**config.mk**
```make
export PLATFORM = sky130hd
export DESIGN_NAME = mem_dma
export DESIGN_NICKNAME = d
export VERILOG_FILES = /design/src/rtl/mem_dma.sv
export SDC_FILE = /design/constraint.sdc
export NUM_CORES = 1
export LEC_CHECK = 0
export CAP_MARGIN = 20
export CORE_MARGIN = 2
export CORE_UTILIZATION = 40
export CTS_CLUSTER_DIAMETER = 80
export DETAILED_ROUTE_END_ITERATION = 8
export GPL_ROUTABILITY_DRIVEN = 0
export PLACE_DENSITY = 0.79
export SLEW_MARGIN = 20
export SYNTH_ARGS = -nofsm -noshare
export SYNTH_HDL_FRONTEND = slang
export SYNTH_SLANG_ARGS = --single-unit
export TNS_END_PERCENT = 30
```
**constraint.sdc**
```tcl
create_clock -name clk -period 1.9 [get_ports clk]
set_clock_uncertainty 0.2 [all_clocks]
set_input_delay 0.285 -clock clk [delete_from_list [all_inputs] [get_ports clk]]
set_output_delay 0.285 -clock clk [all_outputs]
set_load 0.1 [all_outputs]
```
**src/rtl/mem_dma.sv**
```systemverilog
// rtl/mem_dma.sv - single-channel memory DMA engine: word copy and constant fill
//
// Moves words inside one attached data memory that has a registered read
// port (data valid one cycle after the address) and an independent write port.
//
// Ports:
//   clk         rising-edge clock
//   reset       asynchronous, active-high reset
//   start       transfer request, honoured only while idle
//   mode        0 = copy, 1 = fill (sampled with start)
//   src_addr    copy source base address (sampled with start)
//   dst_addr    destination base address (sampled with start)
//   length      word count 0..2^ADDR_WIDTH (sampled with start)
//   fill_value  word written in fill mode (sampled with start)
//   busy        high while a transfer is in progress
//   done        one-cycle completion pulse
//   mem_addr_r  memory read address
//   mem_data_r  memory read data, one cycle after mem_addr_r
//   mem_addr_w  memory write address
//   mem_data_w  memory write data
//   mem_we      memory write enable

module mem_dma #(
    parameter int DATA_WIDTH = 16,
    parameter int ADDR_WIDTH = 8
) (
    input  logic                  clk,
    input  logic                  reset,
    input  logic                  start,
    input  logic                  mode,
    input  logic [ADDR_WIDTH-1:0] src_addr,
    input  logic [ADDR_WIDTH-1:0] dst_addr,
    input  logic [ADDR_WIDTH:0]   length,
    input  logic [DATA_WIDTH-1:0] fill_value,
    output logic                  busy,
    output logic                  done,
    output logic [ADDR_WIDTH-1:0] mem_addr_r,
    input  logic [DATA_WIDTH-1:0] mem_data_r,
    output logic [ADDR_WIDTH-1:0] mem_addr_w,
    output logic [DATA_WIDTH-1:0] mem_data_w,
    output logic                  mem_we
);

    typedef enum logic [1:0] {
        IDLE  = 2'd0,
        COPY  = 2'd1,
        DRAIN = 2'd2,
        FILL  = 2'd3
    } state_t;

    localparam logic [ADDR_WIDTH-1:0] ADDR_ONE = {{(ADDR_WIDTH-1){1'b0}}, 1'b1};
    localparam logic [ADDR_WIDTH:0]   CNT_ONE  = {{ADDR_WIDTH{1'b0}}, 1'b1};

    state_t                state;
    state_t                state_next;

    // Words still to be read (copy) or written (fill); one bit wider than an
    // address so a full-memory transfer fits.
    logic [ADDR_WIDTH:0]   cnt;
    logic [DATA_WIDTH-1:0] fill_q;
    // Set once the first copy read has been issued: from then on every COPY
    // cycle also retires the word read in the previous cycle.
    logic                  wr_pend;

    logic                  accept;
    logic                  zero_len;

    assign accept   = (state == IDLE) && start;
    assign zero_len = (length == '0);

    // State register.
    always_ff @(posedge clk or posedge reset) begin
        if (reset) begin
            state <= IDLE;
        end else begin
            state <= state_next;
        end
    end

    // Next state and combinational outputs.
    always_comb begin
        state_next = state;
        busy       = 1'b0;
        mem_we     = 1'b0;
        mem_data_w = mem_data_r;
        case (state)
            IDLE: begin
                if (start && !zero_len) begin
                    state_next = mode ? FILL : COPY;
                end
            end
            COPY: begin
                busy   = 1'b1;
                mem_we = wr_pend;
                if (cnt == CNT_ONE) begin
                    state_next = DRAIN;
                end
            end
            DRAIN: begin
                // Retire the last word read in COPY.
                busy       = 1'b1;
                mem_we     = 1'b1;
                state_next = IDLE;
            end
            FILL: begin
                busy       = 1'b1;
                mem_we     = 1'b1;
                mem_data_w = fill_q;
                if (cnt == CNT_ONE) begin
                    state_next = IDLE;
                end
            end
            default: begin
                state_next = IDLE;
            end
        endcase
    end

    // Datapath: operand latches, address walkers, counter and done pulse.
    // mem_addr_r holds the latched source base and mem_addr_w the latched
    // destination base, so they double as the walking addresses.
    always_ff @(posedge clk or posedge reset) begin
        if (reset) begin
            mem_addr_r <= '0;
            mem_addr_w <= '0;
            cnt        <= '0;
            fill_q     <= '0;
            wr_pend    <= 1'b0;
            done       <= 1'b0;
        end else begin
            done <= (accept && zero_len)
                 || (state == DRAIN)
                 || ((state == FILL) && (cnt == CNT_ONE));

            case (state)
                IDLE: begin
                    wr_pend <= 1'b0;
                    if (accept) begin
                        mem_addr_r <= src_addr;
                        mem_addr_w <= dst_addr;
                        cnt        <= length;
                        fill_q     <= fill_value;
                    end
                end
                COPY: begin
                    mem_addr_r <= mem_addr_r + ADDR_ONE;
                    cnt        <= cnt - CNT_ONE;
                    wr_pend    <= 1'b1;
                    if (wr_pend) begin
                        mem_addr_w <= mem_addr_w + ADDR_ONE;
                    end
                end
                DRAIN: begin
                    wr_pend <= 1'b0;
                end
                FILL: begin
                    mem_addr_w <= mem_addr_w + ADDR_ONE;
                    cnt        <= cnt - CNT_ONE;
                end
                default: begin
                    wr_pend <= 1'b0;
                end
            endcase
        end
    end

endmodule

```
==> metrics <==
fin nets=471; num ports=96; antenna-violating nets left=0; drt total wl=7.94 mm; ANT cells=0; area of the multi-input gates=1610 µm²; Layout Cells excl Fill=481; final max-slew violation count=0; Post-synth ARST share=1.00; post-synthesis net count=348; commonest non-fill, non-tap cells in the layout=60 x clkdlybuf4s50_1, 43 x dfrtp_1, 40 x buf_12, 28 x buf_4, 25 x nor2_1; CP max stage delay=0.47 ns; layout cells sized above 1=0.342; clk slew on worst S/H paths=0.08 ns; failing checks=negative setup slack; CP endpoint kind=primary output; Worst path slowest cell=dfrtp_2; die width=86.9 µm; Synth Cell Area=2750 µm²; ys flop type=dfrtp_1; DP HPWL=5.64 mm; Fmax=0.469 GHz; routed vias=2645; CTS Buf Count=5; synth unique cells=49; WL/cell=16.5 µm; Arr. time, crit path=1.65 ns; Tot GR Track Use=0.207; Seq cells post-synth=45; I/O Buffers=95; RSZ-0062 raised after global routing=true; final setup vio count=32; clk buf depth=2; Setup WS post-layout=-0.231 ns; commonest non-fill, non-tap cell in the layout=clkdlybuf4s50_1; Gate Count Post-Synth=278; Filler Cell Count=479; Post-Syn Area per Cell=9.89 µm²; Worst path top cell family by delay=flip-flops; row count=30; Area Overhead vs Synth=69.1%; Worst-Margin Slew=0.411 ns; crit path cell chain=inv_2, buf_6, ha_4, o31a_4, buf_12; fin crit share=1.12; drt pass-1 iters=4; CP bufs+invs=3; CTS tree=yes; largest net degree at the start of global routing=26; Synthesis Warnings=0; dpl cells=467; global-route wire length before repair=12.5 mm; grt total ovfl=0; critical path fanouts, max=5; vias per inst=5.50; Tmin final=2.13 ns; die area=7550 µm²; H-tree depth=2; max_slew headroom=0.726; WS Path Type=reg2out; Critical Path Start Type=flip-flop; number of global-route vias before repair=2653; Sink Count=45; register area=1130 µm²; Hold WC Path Type=in2async; Worst-Skew Late Latency=0.29 ns; clock root cell=clkbuf_8; status=finished with violations; CP required=1.41 ns; Core Area=6720 µm²; Starting Density=0.409; initial antenna violation count=0; Final Hold Viols=0; starting DRC count in detailed routing=113; Reg2Reg Setup Slack=-0.12 ns; DRC errors left=0; Die H=86.9 µm; sequential-to-total area share from yosys stat=0.410; max_cap viols=0; EDFF count, synth=0
[Yosys cell counts, types with 2 or more instances]
master / n / share of area
dfrtp_1: 45 / 0.41
mux2_2: 32 / 0.13
nor2_1: 26 / 0.036
o21ai_0: 19 / 0.035
a21oi_1: 17 / 0.031
nand2_1: 14 / 0.019
nand3_1: 13 / 0.024
inv_1: 12 / 0.016
ha_1: 9 / 0.041
o22ai_1: 9 / 0.020
buf_2: 8 / 0.015
a31oi_1: 7 / 0.016
a2bb2oi_1: 5 / 0.016
and3_1: 5 / 0.011
mux2i_1: 4 / 0.015
a22oi_1: 3 / 0.0082
and2_1: 3 / 0.0068
buf_6: 3 / 0.012
clkbuf_8: 3 / 0.015
nor3_1: 3 / 0.0055
o211ai_1: 3 / 0.0082
a32oi_1: 2 / 0.0064
clkbuf_1: 2 / 0.0027
nand4_1: 2 / 0.0046
nor4_1: 2 / 0.0046
o21ai_2: 2 / 0.0064
o31ai_1: 2 / 0.0055
o32ai_1: 2 / 0.0064
[cell type report]
type,instances,share of cell area
tap,80,0.0215
inverter,12,0.0105
clock buffer,7,0.0186
timing repair buffer,132,0.361
multi-input combinational,205,0.346
sequential,45,0.243
[routing by layer]
layer	part of all wire	GRT usage
met1	0.42	0.266
met2	0.53	0.360
met3	0.053	0.0464
met4	0.0029	0.0412
met5	0	0
[through the flow]
step                setup WS (ns)  setup TNS [ns]  hold WS (ns)  area, µm²   util
detailed placement        -0.0701          -0.509         0.274       4320  0.643
finish                     -0.231           -4.51        0.0881       4650  0.692
global placement          -0.0362         -0.0467         0.268       4320  0.643
floorplan                  -0.298           -4.22         0.233       2770      -
CTS                        -0.225           -4.44        0.0968       4500  0.670
global route               -0.283           -6.80         0.124       4650  0.692
[worst paths after layout]
| check | depth (start not counted) | start | endpoint |
|---|---|---|---|
| worst max-delay path | 5 | state[0]$_DFFE_PP0P_ | mem_we |
| worst min-delay path | 2 | reset | mem_addr_w[2]$_DFFE_PP0P_ |
| worst max register to register | 7 | state[0]$_DFFE_PP0P_ | mem_addr_w[2]$_DFFE_PP0P_ |
| worst min register to register | 1 | fill_q[0]$_DFFE_PP0P_ | fill_q[0]$_DFFE_PP0P_ |
| max in group asynchronous | 3 | reset | state[0]$_DFFE_PP0P_ |
| min in group clk | 1 | fill_q[0]$_DFFE_PP0P_ | fill_q[0]$_DFFE_PP0P_ |
[kinds of logic (layout without fill, tap and decap cells)]
group,after synthesis,in the layout,synth area share
mux,36,36,0.146
flops,45,45,0.410
fa+ha+maj,9,9,0.0410
simple gates,79,79,0.147
compound gates,81,81,0.195
buf+inv,28,151,0.0610
[state kept, by name (all words and copies together), names as in the netlist]
register / count
mem_addr_r: 8
wr_pend: 1
state: 2
fill_q: 16
done: 1
mem_addr_w: 8
cnt: 9
[worst register-to-register path, cell delays in order, from the launching register on]
cell	delay [ns]
dfrtp_2	0.48
ha_4	0.19
buf_4	0.14
or2_1	0.32
buf_12	0.20
nor2_1	0.12
a31oi_1	0.05
o22a_1	0.20
[timing repair]
item / CTS / global route
hold endpoints to repair: 0 / 0
gates cloned: 0 / 1
gates resized for setup: 16 / 31
buffers inserted: 3 / 3
hold buffers: 0 / 0
endpoints found under the setup margin: 30 / 40
pin swaps: 2 / 8
Power is left out: the tool's default activity adds up to more than one toggle a clock period on the data nets, which glitch-free logic cannot reach.
